==> config.mk <==
export PLATFORM = sky130hd
export DESIGN_NAME = fp_ci_responder
export DESIGN_NICKNAME = d
export VERILOG_FILES = /design/src/rtl/fp_ci_pkg.sv /design/src/rtl/fp_round_pack.sv /design/src/rtl/fp_ci_responder.sv
export SDC_FILE = /design/constraint.sdc
export NUM_CORES = 2
export LEC_CHECK = 0
export BUFFER_PORTS_ARGS = -buffer_cell sky130_fd_sc_hd__buf_2
export CAP_MARGIN = 5
export CORE_ASPECT_RATIO = 1.4
export CORE_MARGIN = 2
export CORE_UTILIZATION = 60
export DETAILED_ROUTE_END_ITERATION = 10
export PLACE_DENSITY = 0.8
export SYNTH_ARGS = -nofsm -noshare
export SYNTH_HDL_FRONTEND = slang
export SYNTH_SLANG_ARGS = --single-unit
==> constraint.sdc <==
create_clock -name CLK -period 25.1 [get_ports CLK]
set_input_delay 5.02 -clock CLK [delete_from_list [all_inputs] [get_ports CLK]]
set_output_delay 5.02 -clock CLK [all_outputs]
set_load 0.02 [all_outputs]
==> src/rtl/fp_ci_pkg.sv <==
// Shared opcodes, FSM states and IEEE-754 single constants for the FP custom-instruction responder.
package fp_ci_pkg;

    typedef enum logic [2:0] {
        FP_OP_FIXSI   = 3'b001,
        FP_OP_FLOATIS = 3'b010,
        FP_OP_FMULS   = 3'b100
    } fp_op_e;

    typedef enum logic [1:0] {
        IDLE,
        WAIT,
        DONE
    } fp_state_e;

    localparam int unsigned EXP_BIAS = 127;
    localparam logic [31:0] QNAN     = 32'h7FC0_0000;
    localparam logic [31:0] INT_MAX  = 32'h7FFF_FFFF;
    localparam logic [31:0] INT_MIN  = 32'h8000_0000;
    localparam logic [31:0] PINF     = 32'h7F80_0000;
    localparam logic [31:0] NINF     = 32'hFF80_0000;

    // Leading-zero count; the all-zero input is special-cased by callers.
    function automatic logic [4:0] lzc32(input logic [31:0] v);
        logic [4:0] cnt;
        logic       found;
        cnt   = '0;
        found = 1'b0;
        for (int i = 31; i >= 0; i--) begin
            if (!found) begin
                if (v[i]) found = 1'b1;
                else      cnt   = cnt + 5'd1;
            end
        end
        return cnt;
    endfunction

endpackage

==> src/rtl/fp_round_pack.sv <==
// Round-to-nearest-even and pack into IEEE-754 single; saturates to inf or flushes to signed zero.
// Flag outputs exist only when FP_CI_STATUS_EN is defined.
module fp_round_pack
    import fp_ci_pkg::*;
(
    input  logic              sign_i,
    input  logic signed [9:0] exp_i,   // biased exponent of the leading one
    input  logic [26:0]       mant_i,  // {1.fraction[23:0], guard, round, sticky}
    output logic [31:0]       packed_o
`ifdef FP_CI_STATUS_EN
    ,
    output logic              ovf_o,
    output logic              unf_o,
    output logic              inexact_o
`endif
);

    logic              guard;
    logic              rs;
    logic              rnd_up;
    logic [24:0]       sum;
    logic [22:0]       frac;
    logic signed [9:0] exp_adj;
    logic              ovf;
    logic              unf;

    always_comb begin
        guard   = mant_i[2];
        rs      = mant_i[1] | mant_i[0];
        rnd_up  = guard & (rs | mant_i[3]);
        sum     = {1'b0, mant_i[26:3]} + {24'b0, rnd_up};
        // A carry out of the mantissa means 1.111..1 rounded up to 10.000..0
        frac    = sum[24] ? sum[23:1] : sum[22:0];
        exp_adj = exp_i + $signed({9'b0, sum[24]});
        ovf     = exp_adj >= 10'sd255;
        unf     = exp_adj <= 10'sd0;
        if (ovf)      packed_o = {sign_i, PINF[30:0]};
        else if (unf) packed_o = {sign_i, 31'b0};
        else          packed_o = {sign_i, exp_adj[7:0], frac};
    end

`ifdef FP_CI_STATUS_EN
    assign ovf_o     = ovf;
    assign unf_o     = unf;
    assign inexact_o = guard | rs | ovf | unf;
`endif

endmodule

==> src/rtl/fp_ci_responder.sv <==
// Multicycle FP custom-instruction responder: FLOATIS, FMULS, FIXSI with LATENCY-cycle done pulse.
// Define FP_CI_STATUS_EN to add the 4-bit status port {invalid,overflow,underflow,inexact}.
module fp_ci_responder
    import fp_ci_pkg::*;
#(
    parameter int unsigned LATENCY = 1
) (
    input  logic        CLK,
    input  logic        RESET,
    input  logic        start,
    input  logic [2:0]  n,
    input  logic [31:0] dataa,
    input  logic [31:0] datab,
    output logic [31:0] result,
    output logic        done,
    output logic        busy
`ifdef FP_CI_STATUS_EN
    ,
    output logic [3:0]  status
`endif
);

    localparam logic [3:0] LatM1 = 4'(LATENCY - 1);

    fp_state_e   state_q;
    logic [3:0]  cnt_q;

    logic [31:0] fl_abs, fl_norm;
    logic [4:0]  fl_lz;
    logic        a_zero, b_zero, a_inf, b_inf, a_nan, b_nan, mul_sign;
    logic [47:0] prod;
    logic [7:0]  fx_e, fx_sh;
    logic [31:0] fx_mag;
    logic        rp_sign;
    logic signed [9:0] rp_exp;
    logic [26:0] rp_mant;
    logic [31:0] rp_packed;
    logic [31:0] res_c;
`ifdef FP_CI_STATUS_EN
    logic        rp_ovf, rp_unf, rp_inx;
    logic [62:0] fx_ext;
    logic [3:0]  flags_c;
`endif

    always_comb begin
        fl_abs  = dataa[31] ? (~dataa + 32'd1) : dataa;
        fl_lz   = lzc32(fl_abs);
        fl_norm = fl_abs << fl_lz;

        a_zero   = dataa[30:23] == 8'd0;
        b_zero   = datab[30:23] == 8'd0;
        a_inf    = (dataa[30:23] == 8'hFF) && (dataa[22:0] == 23'd0);
        b_inf    = (datab[30:23] == 8'hFF) && (datab[22:0] == 23'd0);
        a_nan    = (dataa[30:23] == 8'hFF) && (dataa[22:0] != 23'd0);
        b_nan    = (datab[30:23] == 8'hFF) && (datab[22:0] != 23'd0);
        mul_sign = dataa[31] ^ datab[31];
        prod     = 48'({1'b1, dataa[22:0]}) * 48'({1'b1, datab[22:0]});

        // {1.f, 8'b0} is the operand scaled to 2^31; shift down to the integer part
        fx_e   = dataa[30:23];
        fx_sh  = 8'd158 - fx_e;
        fx_mag = {1'b1, dataa[22:0], 8'b0} >> fx_sh;

        if (n == FP_OP_FMULS) begin
            rp_sign = mul_sign;
            rp_exp  = 10'(dataa[30:23]) + 10'(datab[30:23]) - 10'd127 + 10'(prod[47]);
            rp_mant = prod[47] ? {prod[47:24], prod[23], prod[22], |prod[21:0]}
                               : {prod[46:23], prod[22], prod[21], |prod[20:0]};
        end else begin
            rp_sign = dataa[31];
            rp_exp  = 10'd158 - 10'(fl_lz);
            rp_mant = {fl_norm[31:8], fl_norm[7], fl_norm[6], |fl_norm[5:0]};
        end
    end

    fp_round_pack u_round_pack (
        .sign_i    (rp_sign),
        .exp_i     (rp_exp),
        .mant_i    (rp_mant),
        .packed_o  (rp_packed)
`ifdef FP_CI_STATUS_EN
        ,
        .ovf_o     (rp_ovf),
        .unf_o     (rp_unf),
        .inexact_o (rp_inx)
`endif
    );

    always_comb begin
        res_c = '0;
`ifdef FP_CI_STATUS_EN
        flags_c = '0;
        fx_ext  = {1'b1, dataa[22:0], 39'b0} >> fx_sh;
`endif
        case (n)
            FP_OP_FLOATIS: begin
                if (dataa != 32'd0) begin
                    res_c = rp_packed;
`ifdef FP_CI_STATUS_EN
                    flags_c = {1'b0, rp_ovf, rp_unf, rp_inx};
`endif
                end
            end
            FP_OP_FMULS: begin
                if (a_nan || b_nan || (a_inf && b_zero) || (b_inf && a_zero)) begin
                    res_c = QNAN;
`ifdef FP_CI_STATUS_EN
                    flags_c = 4'b1000;
`endif
                end else if (a_inf || b_inf) begin
                    res_c = {mul_sign, PINF[30:0]};
                end else if (a_zero || b_zero) begin
                    res_c = {mul_sign, 31'b0};
                end else begin
                    res_c = rp_packed;
`ifdef FP_CI_STATUS_EN
                    flags_c = {1'b0, rp_ovf, rp_unf, rp_inx};
`endif
                end
            end
            FP_OP_FIXSI: begin
                if (a_nan) begin
`ifdef FP_CI_STATUS_EN
                    flags_c = 4'b1000;
`endif
                end else if (fx_e < 8'd127) begin
`ifdef FP_CI_STATUS_EN
                    flags_c = {3'b000, |dataa[30:0]};
`endif
                end else if (fx_e >= 8'd158) begin
                    // -2^31 is representable; everything else out here saturates
                    if (dataa == 32'hCF00_0000) begin
                        res_c = INT_MIN;
                    end else begin
                        res_c = dataa[31] ? INT_MIN : INT_MAX;
`ifdef FP_CI_STATUS_EN
                        flags_c = 4'b1000;
`endif
                    end
                end else begin
                    res_c = dataa[31] ? (~fx_mag + 32'd1) : fx_mag;
`ifdef FP_CI_STATUS_EN
                    flags_c = {3'b000, |fx_ext[30:0]};
`endif
                end
            end
            default: begin
`ifdef FP_CI_STATUS_EN
                flags_c = 4'b1000;
`endif
            end
        endcase
    end

    always_ff @(posedge CLK) begin
        if (RESET) begin
            state_q <= IDLE;
            cnt_q   <= '0;
            result  <= '0;
            done    <= 1'b0;
            busy    <= 1'b0;
`ifdef FP_CI_STATUS_EN
            status  <= '0;
`endif
        end else begin
            done <= 1'b0;
            unique case (state_q)
                IDLE, DONE: begin
                    if (start) begin
                        state_q <= WAIT;
                        cnt_q   <= LatM1;
                        result  <= res_c;
                        busy    <= 1'b1;
`ifdef FP_CI_STATUS_EN
                        status  <= flags_c;
`endif
                    end else begin
                        state_q <= IDLE;
                        busy    <= 1'b0;
                    end
                end
                WAIT: begin
                    if (cnt_q == 4'd0) begin
                        state_q <= DONE;
                        done    <= 1'b1;
                    end else begin
                        cnt_q <= cnt_q - 4'd1;
                    end
                end
                default: state_q <= IDLE;
            endcase
        end
    end

endmodule

==> results.md <==
Run status:
- The flow ran to the end, and the final reports show no timing, DRC or antenna violations.

Worst setup path:
- The critical path capture point type is a flip-flop.
- On the worst path, the slowest cell contributes a delay of approximately 0.61 ns.
- The critical path buffer and inverter count is 9.
- The endpoint identified for the worst register-to-register timing path is result[15].
- The critical path is of the in -> reg type.
- The cell class contributing the biggest share of worst-path delay is compound AO/OA/AOI/OAI gates.
- The number of cells on the worst reg-to-reg path is 6.
- The maximum fanout along the worst path is 10.
- The required time at the endpoint of the critical path is 25.33 ns.
- The highest-delay cell along the critical path is or4_4.
- The startpoint class of the critical path is an input pin.
- The internal reg-to-reg setup slack is 23.07 ns.
- The critical path data arrival time is about 25 ns.
- The reg-to-reg critical path startpoint is state_q[0].

Yosys:
- The synthesized design devotes to its leading area cell type between 20% and 30% of total area.
- The synthesized netlist contains between 100 and 150 unique library cells.
- The warning count from the yosys run is 0.
- The async set-or-reset flop fraction in the synthesized netlist is 0%.
- Synthesis produced a netlist with a net count of 5017.
- The number of enable flip-flop cells after synthesis is 0.
- The synthesis-stage register bit count is 40.
- The cell accounting for the most synthesized area is fa_1.
- The average footprint of a synthesized cell is just under 8 um^2.
- The combined area of all synthesized cells is between 30000 and 40000 um^2.
- Sequential cells were found to cover 2.462% of the synthesized design area.
- After synthesis, the cell types taking the most area are fa_1 (30%), ha_1 (8.8%), nand2_1 (7.0%).
- After technology mapping, the gate count stands at ~4200.
- The most used flip-flop cell after synthesis is dfxtp_1.

STA:
- The fmax is 0.04095 GHz.
- After layout, the minimum clock period comes to 24.42 ns.
- The relative max-transition margin is about an eighth.
- The number of hold violations in the final report is 0.
- The max-slew violation count was 0.
- Setup violations remaining at the end of the flow were counted as 0.
- Clock skew on the completed layout was measured at between 0.006 and 0.007 ns.
- The slew at the pin closest to its max-slew limit is between 1 and 1.5 ns.
- The fraction of the cycle the final worst path needs is a little over nine tenths.

Placement:
- The number of placed instances, taps included, is ~5000.
- Detailed placement ended at an HPWL of 86760 um.
- The final estimated routing congestion in global placement is 1.017.
- The count of input and output buffers is 103.

Route:
- The mean number of vias per cell is between 6 and 7.
- The average wire per standard cell is approximately 22 um.
- The DRC marker count from the first detailed-route iteration is between 2000 and 3000.
- The number of remaining DRC errors is 0.
- The count of nets left with antenna violations once routing finished came out at 0.
- The first detailed-routing pass ran for 6 iterations.
- The final wirelength is around 110000 um.
- The routed via count is 32090.

CTS:
- The clock tree from TritonCTS is done.
- After clock tree synthesis, the clock-pin slew on the worst setup and hold paths is about 0.060 ns.
- The CTS H-tree depth is 2.
- The clock reaches the later pin of the worst-skew pair after approximately 0.28 ns.
- The tree is rooted in a clkbuf_16.
- In this run the deepest clock path goes through 2 buffers.
- The number of buffers inserted during clock tree synthesis is 5.
- Counting every sink on the clock net gives 40.

Min path:
- Along the worst hold path, the cell count comes to 2.
- The class of the tightest hold or removal check is reg -> reg.
- For hold timing, the worst endpoint is result[29].
- The startpoint of the worst hold path is result[29].

Floorplanning:
- The site row count is between 100 and 150.
- During I/O placement, the number of pins put on the boundary was about 100.
- The horizontal die dimension is roughly 200 um.
- Once the floorplan was initialized, standard cells occupied 60.29% of the core.
- The die footprint is 56120 um^2.
- In this run the vertical extent of the chip is approximately 280 um.
- The floorplan core area is about 54000 um^2.

Final layout:
- In the final layout, the share of cells above drive strength 1 is about 13%.
- The finished layout holds approximately 5100 standard cells, fillers aside.
- The net count reported at finish is 5126.
- The area growth from synthesis to layout is 9.765%.
- The count of inserted antenna diode cells is 0.

Global routing:
- The all-layer global routing usage is 39.77%.
- The number of global-route vias before repair is ~33000.
- The initial antenna violation count is 0.
- The global-route wire length before repair is 175100 um.
- The maximum number of pins on one net before global-route repair is 60.
- For this run the aggregate overflow at the end of global routing stands at 0.

Run:
- The tool flagged a number of max-cap violations equal to 0.
[cell type report]
| cell class | count | area [um^2] |
|---|---|---|
| timing repair buffer | 354 | 2442 |
| tap | 721 | 902.1 |
| clock buffer | 6 | 138.9 |
| fill | 4574 | 18250 |
| multi-input combinational | 3352 | 29170 |
| clock inverter | 2 | 38.79 |
| inverter | 590 | 2215 |
| sequential | 40 | 800.8 |
[cells by family (layout without fill, tap and decap cells)]
logic type / count (synthesis) / count (layout) / synth area share, %
simple gates: 1539 / 1539 / 23.02
compound gates: 769 / 769 / 15.87
fa+ha+maj: 715 / 715 / 38.63
flops: 40 / 40 / 2.462
mux: 125 / 125 / 4.258
buf+inv: 842 / 952 / 9.796
xor+xnor: 204 / 204 / 5.962
[per-layer routing]
layer / track usage (%) / wire length [um] / vias to the layer above
li1: - / - / 14230
met1: 43.95 / 38540 / 15530
met2: 68.79 / 53370 / 1754
met3: 5.980 / 9580 / 576
met4: 31.15 / 10760 / 0
met5: 0 / 0 / -
[worst max path at each step]
stage	from	end	slack, ns	cells after the start
after detailed placement	dataa[3]	result[13]	-0.60	106
after floorplan	dataa[0]	result[3]	0.02	107
after global routing	dataa[23]	result[3]	-0.31	105
after global placement	dataa[3]	result[5]	-0.20	106
final	dataa[3]	result[18]	0.68	106
after CTS	dataa[12]	result[3]	0.02	103
[what timing repair did]
item	4_1_cts	5_1_grt
gates cloned	0	1
setup endpoints to repair	27	31
pin swaps	1	81
setup buffers	1	27
resized for setup	6	114
hold buffers	0	0
[flip-flops by register name (all words and copies together), names as in the netlist]
register,cells
cnt_q,4
state_q,2
busy,1
done,1
result,32
[placed cells by master, fill, tap and decap left out, types with 14 or more instances in the layout]
master / instances
a211oi_1: 35
a21o_1: 43
a21oi_1: 187
a221o_1: 19
a31oi_1: 34
and2_1: 225
and3_1: 31
buf_2: 103
buf_4: 243
dfxtp_1: 40
fa_1: 483
ha_1: 215
inv_1: 585
mux2_2: 19
mux2i_1: 93
nand2_1: 603
nand2b_1: 35
nand3_1: 94
nand4_1: 42
nor2_1: 250
nor2b_1: 25
nor3_1: 68
nor4_1: 32
o211ai_1: 39
o21ai_0: 150
o21ai_1: 17
o21bai_1: 14
o22ai_1: 14
o31ai_1: 30
or3_1: 18
or4_1: 15
xnor2_1: 109
xor2_1: 75
[stage by stage]
| stage | cell area, um^2 | util, % | hold slack [ns] | setup TNS (ns) | setup WS [ns] |
|---|---|---|---|---|---|
| after floorplan | 32600 | - | 0.4800 | 0 | 0.02123 |
| final | 35710 | 66.17 | 0.4450 | 0 | 0.6770 |
| after detailed placement | 34770 | 64.44 | 0.4394 | -13.83 | -0.5970 |
| after CTS | 34980 | 64.83 | 0.4524 | 0 | 0.01552 |
| after global placement | 34770 | 64.44 | 0.4300 | -3.282 | -0.2042 |
| after global routing | 35710 | 66.17 | 0.4740 | -7.511 | -0.3121 |
[tightest hold or removal path: cells and delay by family (launching register included)]
| kind | cells | cell delay (ns) |
|---|---|---|
| AOI/OAI and AO/OA | 1 | 0.05 |
| DFF | 1 | 0.32 |
| and+or+nand+nor | 1 | 0.04 |
[cell usage after synthesis, drive strengths merged (94+ instances only)]
master,count
nor2,257
mux2i,94
fa,483
ha,230
inv,588
nand3,97
xnor2,120
clkbuf,209
a21oi,196
o21ai,174
nand2,608
and2,229
Power is not shown: default switching activity piles up to over one toggle a cycle in this logic, so the estimate is an artifact.
